**src/rtl/pla_minterm_scanner.sv**
```systemverilog
// pla_minterm_scanner
// Drives an N_IN-input single-output function through every input assignment
// in ascending order. Each ON-set minterm is streamed out over a valid/ready
// channel, and the ON-set minterms are counted.
module pla_minterm_scanner #(
  parameter int N_IN = 8
) (
  input  logic            clk,
  input  logic            rst,
  input  logic            start,
  input  logic            abort,
  output logic [N_IN-1:0] fn_x,
  input  logic            fn_y,
  output logic            m_valid,
  input  logic            m_ready,
  output logic [N_IN-1:0] m_data,
  output logic            busy,
  output logic            done,
  output logic [N_IN:0]   onset_count
);

  localparam logic [1:0] S_IDLE = 2'd0;
  localparam logic [1:0] S_SCAN = 2'd1;
  localparam logic [1:0] S_HOLD = 2'd2;
  localparam logic [1:0] S_DONE = 2'd3;

  localparam logic [N_IN-1:0] IDX_ONE = {{(N_IN-1){1'b0}}, 1'b1};
  localparam logic [N_IN:0]   CNT_ONE = {{N_IN{1'b0}}, 1'b1};

  logic [1:0]      state_reg, state_next;
  logic [N_IN-1:0] idx_reg, idx_next;
  logic            valid_reg, valid_next;
  logic [N_IN-1:0] data_reg, data_next;
  logic [N_IN:0]   count_reg, count_next;
  logic            idx_last;

  // The last minterm is all-ones; the index stops there and never wraps.
  assign idx_last = &idx_reg;

  // Next-state logic: abort beats everything while a scan is active.
  always_comb begin
    state_next = state_reg;
    idx_next   = idx_reg;
    valid_next = valid_reg;
    data_next  = data_reg;
    count_next = count_reg;
    case (state_reg)
      S_IDLE: begin
        if (start) begin
          idx_next   = '0;
          count_next = '0;
          state_next = S_SCAN;
        end
      end
      S_SCAN: begin
        if (abort) begin
          valid_next = 1'b0;
          state_next = S_IDLE;
        end else if (fn_y) begin
          // The function output settled during this cycle, so the minterm is captured now.
          data_next  = idx_reg;
          valid_next = 1'b1;
          count_next = count_reg + CNT_ONE;
          state_next = S_HOLD;
        end else if (idx_last) begin
          state_next = S_DONE;
        end else begin
          idx_next = idx_reg + IDX_ONE;
        end
      end
      S_HOLD: begin
        if (abort) begin
          valid_next = 1'b0;
          state_next = S_IDLE;
        end else if (valid_reg && m_ready) begin
          valid_next = 1'b0;
          if (idx_last) begin
            state_next = S_DONE;
          end else begin
            idx_next   = idx_reg + IDX_ONE;
            state_next = S_SCAN;
          end
        end
      end
      S_DONE: begin
        state_next = S_IDLE;
      end
      default: begin
        valid_next = 1'b0;
        state_next = S_IDLE;
      end
    endcase
  end

  // State and datapath registers, cleared asynchronously.
  always_ff @(posedge clk or posedge rst) begin
    if (rst) begin
      state_reg <= S_IDLE;
      idx_reg   <= '0;
      valid_reg <= 1'b0;
      data_reg  <= '0;
      count_reg <= '0;
    end else begin
      state_reg <= state_next;
      idx_reg   <= idx_next;
      valid_reg <= valid_next;
      data_reg  <= data_next;
      count_reg <= count_next;
    end
  end

  // Outputs decode directly from state so that a reset forces them low at once.
  assign busy        = (state_reg == S_SCAN) || (state_reg == S_HOLD);
  assign done        = (state_reg == S_DONE);
  assign fn_x        = busy ? idx_reg : '0;
  assign m_valid     = valid_reg;
  assign m_data      = data_reg;
  assign onset_count = count_reg;

endmodule

```
**config.mk**
```make
export PLATFORM = sky130hd
export DESIGN_NAME = pla_minterm_scanner
export DESIGN_NICKNAME = d
export VERILOG_FILES = /design/src/rtl/pla_minterm_scanner.sv
export SDC_FILE = /design/constraint.sdc
export NUM_CORES = 1
export LEC_CHECK = 0
export ABC_AREA = 1
export BUFFER_PORTS_ARGS = -buffer_cell sky130_fd_sc_hd__buf_2
export CORE_UTILIZATION = 54
export DETAILED_ROUTE_END_ITERATION = 7
export HOLD_SLACK_MARGIN = 0.15
export PLACE_DENSITY = 0.89
export SETUP_SLACK_MARGIN = 0.05
export SYNTH_ARGS = -nofsm -noshare
export SYNTH_HDL_FRONTEND = slang
export SYNTH_SLANG_ARGS = --single-unit
export TNS_END_PERCENT = 10
```
**constraint.sdc**
```tcl
create_clock -name clk -period 2.5 [get_ports clk]
set_input_delay 0.75 -clock clk [delete_from_list [all_inputs] [get_ports clk]]
set_output_delay 0.75 -clock clk [all_outputs]
set_load 0.1 [all_outputs]
```
==> impl_metrics.yaml, run 1 <==
logic_synthesis:
  synth.most_common_cell: "nand2_1"
  synth_nets: 243
  yosysTopAreaCellShare_pct: 42.1
  ys_top_cells_by_area: "dfrtp_1 42%, nand2_1 17%, inv_1 7.0%"
  ys_ff_latch: 28
  synth_edf_count: 0
  syn_inst: 231
  ys_seq_area_share_pct: 42.1
  synth.avg_cell_area_um2: 7.20
  yosysTopAreaCell: "dfrtp_1"
  yosysUniqueCellTypes: 23
  synth.cells.most_frequent: "75 x nand2_1, 31 x inv_1, 28 x dfrtp_1, 23 x nand3_1, 20 x nor2_1"
  synthFlopType: "dfrtp_1"
  async_reset_ff_share_pct: 100
  syn_area_um2: 1660
  ys_warn_count: 0
die:
  die_h_um: 57.5
  rows: 19
  core-area_um2: 2830
  initial_utilization_pct: 58.8
  io_pins: 34
  die_w_um: 57.5
  die-area_um2: 3310
sta:
  setup_viol: 0
  worst_clock_skew_ps: 5.45
  period_minus_slack_ps: 2390
  finalHoldViolCount: 0
  relSlewSlack_pct: 65.9
  fmax_ghz: 0.419
  min_period_over_period_pct: 95.5
  rsz0062_at_grt: "true"
  slew_viol_final: 0
  holdWs_ps: 454
  tightest_slew_ps: 511
  setup_tns_ps: 0
cts:
  cts_setup_buffers: 0
  cts_made_buffers: 3
  htreeDepth: 1
  clk_pin_slew_worst_paths_ps: 150
  cts_root_buffer: "clkbuf_4"
  cts_num_sinks: 28
  clk_latency_ps: 330
  cts_tree: "done"
  hold_buffers: 0
  clockBufferDepth: 2
detailed_routing:
  wl_per_cell_um: 11.7
  dr_total_vias: 1565
  drt_wl_total_mm: 3.44
  first_pass_iters: 7
  drtIter0Drc: 73
  drc: 2
  avgViaCountPerCell: 5.32
  antenna_left: 0
worst_setup_path:
  required_ps: 1750
  start_kind: "flop"
  crit_buf_inv: 3
  worst_path_largest_cell_delay_ps: 440
  slowest_stage: "dfrtp_1"
  critPathTopFamily: "flip-flops"
  cp_data_arrival_time_ps: 1640
  critPathCaptureType: "output port"
  crit_fanout: 19
  criticalPathCategory: "flop to output port"
  crit_chain: "inv_2 -> ha_4 -> nand2_1 -> clkinvlp_4 -> buf_12"
global_routing:
  grt_pass1_wl_mm: 5.91
  grt_usage_pct: 23.1
  antenna_found_initial: 0
  grt_max_degree: 29
  grt_pass1_vias: 1423
  overflow: 0
place:
  gp_congestion: 0.809
  post-place-cells: 290
  dp_hpwl_mm: 2.58
  place.port_buffers: 33
cells_and_area:
  final_nets: 276
  layout.cells.non_filler: 294
  diodes: 0
  largest_reg_flops: 9
  area_growth_pct: 22.0
  final_util_pct: 71.7
  drive_gt1_share_pct: 23.6
run_status:
  status: "finished, violations left"
  violations: "DRC"
min_path:
  hp-class: "input pin to async pin"
job:
  drv_cap: 0
## path summary, 6_finish.rpt
| kind | startpoint | to | depth (start not counted) | slack [ps] |
|---|---|---|---|---|
| max | state_reg[1] | fn_x[7] | 5 | 110 |
| min | rst | m_data[2] | 3 | 450 |
| max reg2reg | state_reg[1] | m_data[4] | 4 | 530 |
| min reg2reg | m_data[5] | m_data[5] | 2 | 500 |
| max in group asynchronous | rst | onset_count[1] | 3 | 1780 |
| min in group clk | m_data[5] | m_data[5] | 2 | 500 |
## kinds of logic (layout without fill, tap and decap cells)
group           after synthesis  after routing  synth area share (%)
simple gates                124            124                  30.9
buf+inv                      39             71                  9.78
compound gates               31             31                  10.6
flops                        28             28                  42.1
fa+ha+maj                     6              6                  4.51
mux                           3              3                  2.03
## metrics by stage
step                instance area, um^2  setup slack [ps]
global placement                   1980               371
finish                             2030               113
floorplan                          1700             -43.2
global route                       2030              38.9
CTS                                2020              30.5
detailed placement                 1980               326
## final cells by class
cell class	instances	area, um^2
multi-input cells	164	817
fillers	227	800
flip-flops and latches	28	701
repair buffers	34	287
inverters	33	150
well taps	31	38.8
clock buffers	4	36.3
## placed cells by master, fill, tap and decap left out
| cell type | synthesis | layout |
|---|---|---|
| nand2_2 | 1 | 3 |
| mux2_2 | 3 | 3 |
| or2_2 | 1 | 1 |
| buf_2 | 1 | 24 |
| o21ai_1 | 6 | 6 |
| ha_1 | 6 | 5 |
| nand4_1 | 1 | 1 |
| or2_4 | 1 | 1 |
| inv_2 | 2 | 4 |
| nand3_2 | 1 | 1 |
| clkbuf_4 | 0 | 4 |
| o21ai_2 | 2 | 2 |
| nand3_1 | 23 | 23 |
| o21bai_1 | 1 | 1 |
| o21ai_0 | 18 | 18 |
| buf_4 | 0 | 1 |
| nor2_1 | 20 | 20 |
| a21oi_1 | 3 | 3 |
| nand2_1 | 75 | 73 |
| inv_1 | 31 | 22 |
| buf_12 | 0 | 7 |
| a21oi_4 | 1 | 1 |
| nor3_1 | 1 | 1 |
| clkbuf_8 | 0 | 1 |
| buf_6 | 2 | 1 |
| ha_4 | 0 | 1 |
| clkinvlp_4 | 0 | 7 |
| dfrtp_1 | 28 | 28 |
## metal layers
layer,wire length [um],global-route usage (%),share of wire (%),up-vias
met5,0,0,0,-
li1,-,-,-,795
met3,170,2.49,4.9,6
met1,1600,30.8,47,708
met4,50,10.1,1.5,0
met2,1620,38.0,47,56
## timing repair
item | in CTS | in global routing
gates cloned | 0 | 0
resized for setup | 1 | 6
setup endpoints to repair | 2 | 9
pin swaps | 0 | 1
## tightest hold or removal path, stage by stage
cell and delay [ps]:
buf_2 100, inv_1 50, buf_4 330
Power of run 1 is left out: the tool's default activity adds up to more than one toggle a clock period on the data nets, which glitch-free logic cannot reach.
==> run 2, diff against run 1 <==
--- a/config.mk
+++ b/config.mk
@@ -6,11 +6,11 @@
 export NUM_CORES = 1
 export LEC_CHECK = 0
 export ABC_AREA = 1
-export BUFFER_PORTS_ARGS = -buffer_cell sky130_fd_sc_hd__buf_2
-export CORE_UTILIZATION = 54
+export CORE_UTILIZATION = 55
 export DETAILED_ROUTE_END_ITERATION = 7
+export DONT_BUFFER_PORTS = 1
 export HOLD_SLACK_MARGIN = 0.15
-export PLACE_DENSITY = 0.89
+export PLACE_DENSITY = 0.8
 export SETUP_SLACK_MARGIN = 0.05
 export SYNTH_ARGS = -nofsm -noshare
 export SYNTH_HDL_FRONTEND = slang
==> constraint.sdc (replaced) <==
create_clock -name clk -period 2.5 [get_ports clk]
set_input_delay 0.75 -clock clk [delete_from_list [all_inputs] [get_ports clk]]
set_output_delay 0.75 -clock clk [all_outputs]
set_load 0.01 [all_outputs]
==> run 2 against run 1 <==
Against the previous run: the run still ends with DRC left; register-to-register slack improved by 80 ps; clock skew increased by 2.1 ps; die area decreased by 1.7%; cell area is 15% lower; setup slack improved by 160 ps; flip-flop and latch count unchanged; critical path depth is the same; first-iteration DRC count shrank 2.7%; wire length is 9.9% lower; core utilization is 10 points lower; non-clock buffer count shrank 30; critical endpoint is now fn_x[2]; highest routed layer unchanged.
==> impl_metrics.yaml, run 2 (synthesized netlist as in run 1, its figures left out) <==
worst_setup_path:
  worst_path_largest_cell_delay_ps: 430
  critPathCaptureType: "output port"
  worst-path-stages: 5
  crit_path_frequent_cell: "inv_1"
  cp_data_arrival_time_ps: 1480
  required_ps: 1750
  critPathTopFamily: "flip-flops"
  slowest_stage: "dfrtp_1"
  crit_fanout: 13
  criticalPathCategory: "flop to output port"
  r2r_cells: 7
  start_kind: "flop"
  crit_buf_inv: 3
  crit_chain: "inv_1 -> ha_1 -> buf_4 -> nand2_1 -> inv_1"
detailed_routing:
  drc: 6
  dr_wl_met3_um: 128
  drt-met1-wl_mm: 1.57
  wl_met2_mm: 1.38
  drtIter0Drc: 71
  top_layer: "met4"
  dr_total_vias: 1409
  wl_per_cell_um: 11.7
  drt_wl_total_mm: 3.10
  antenna_left: 0
  avgViaCountPerCell: 5.34
  first_pass_iters: 7
job:
  drv_cap: 0
sta:
  relSlewSlack_pct: 64.6
  setup_viol: 0
  rsz0062_at_grt: "false"
  holdWs_ps: 354
  finalHoldViolCount: 0
  worst_clock_skew_ps: 7.59
  period_minus_slack_ps: 2230
  fmax_ghz: 0.449
  slew_viol_final: 0
  min_period_over_period_pct: 89.1
  setup_tns_ps: 0
  tightest_slew_ps: 531
global_routing:
  grt_max_degree: 29
  grt_pass1_wl_mm: 5.46
  grt_usage_pct: 21.0
  grt_pass1_vias: 1259
  overflow: 0
  antenna_found_initial: 0
die:
  initial_utilization_pct: 59.3
  rows: 19
  die-area_um2: 3250
  die_w_um: 57.0
  die_h_um: 57.0
  io_pins: 34
  core-area_um2: 2810
cts:
  cts_made_buffers: 3
  cts_num_sinks: 28
  clk_latency_ps: 320
  cts_root_buffer: "clkbuf_4"
  clk_pin_slew_worst_paths_ps: 150
  cts_tree: "done"
  clockBufferDepth: 2
  postCtsResizedCells: 0
  cts_setup_buffers: 0
  htreeDepth: 1
  hold_buffers: 0
cells_and_area:
  final_nets: 246
  area_growth_pct: 3.99
  multiInputGateArea_um2: 800
  drive_gt1_share_pct: 8.58
  final_common_cell: "nand2_1"
  diodes: 0
  ff_latch_area_um2: 701
  largest_reg_flops: 9
  num-fill-cells: 256
  final_cell_mix: "75 x nand2_1, 31 x inv_1, 28 x dfrtp_1, 23 x nand3_1, 20 x nor2_1"
power_and_ir_drop:
  power_density_nw_per_um2: 1060
  intPower_w: 0.000958
  clockPowerShare_pct: 11.7
  p_seq_share_pct: 42.6
  p_comb_share_pct: 45.7
  leakage_nw: 0.872
  ir_worst_vdd_v: 0.000811
  p_sw_share_pct: 47.8
  power_switching_w: 0.000877
min_path:
  hp-class: "input pin to async pin"
place:
  dp_hpwl_mm: 2.32
  gp_congestion: 0.814
  place.port_buffers: 0
run_status:
  violations: "DRC"
  status: "finished, violations left"
==> run 2: cell types whose count changed in the layout (fill, tap and decap cells not counted), moves of 2 or more <==
cell / delta
buf_4: +3
clkinvlp_4: -7
nand2_2: -2
inv_1: +9
buf_2: -24
nand2_1: +2
buf_12: -7
inv_2: -2
==> run 2: power groups by stage <==
stage | clock network (W) | registers (W) | logic (W)
floorplan | 0 | 0.000752 | 0.000731
global placement | 0 | 0.000787 | 0.000822
detailed placement | 0 | 0.000792 | 0.000845
CTS | 0.000219 | 0.000783 | 0.000844
global route | 0.000238 | 0.000812 | 0.000963
finish | 0.000215 | 0.000782 | 0.000838
==> run 2: worst paths after layout <==
path	from	to	slack, ps
max	state_reg[1]	fn_x[2]	270
min	rst	onset_count[6]	350
max reg2reg	state_reg[1]	idx_reg[6]	610
min reg2reg	m_data[5]	m_data[5]	560
max in group asynchronous	rst	idx_reg[5]	1890
min in group clk	m_data[5]	m_data[5]	560
==> run 2: final cells by class <==
class | count | share of cell area (%)
Multi-Input combinational cell | 164 | 46.2
Sequential cell | 28 | 40.5
Inverter | 33 | 7.16
Tap cell | 31 | 2.24
Clock buffer | 4 | 2.10
Timing Repair Buffer | 4 | 1.74
==> run 2: per-layer routing <==
metal,global-route usage [%],vias up
met5,0,-
met4,5.57,0
met3,4.31,2
met2,33.4,37
met1,29.5,642
li1,-,728
==> run 2: metrics by stage <==
step	instances	cell area (um^2)	setup slack [ps]	util [%]	total power, W
after floorplan	231	1660	382	-	0.00148
after global placement	260	1690	686	60.3	0.00161
after detailed placement	260	1690	593	60.3	0.00164
after CTS	264	1730	257	61.6	0.00185
after global routing	264	1730	144	61.6	0.00201
final	264	1730	274	61.6	0.00184
No activity file was read; power rests on OpenSTA's default activity.
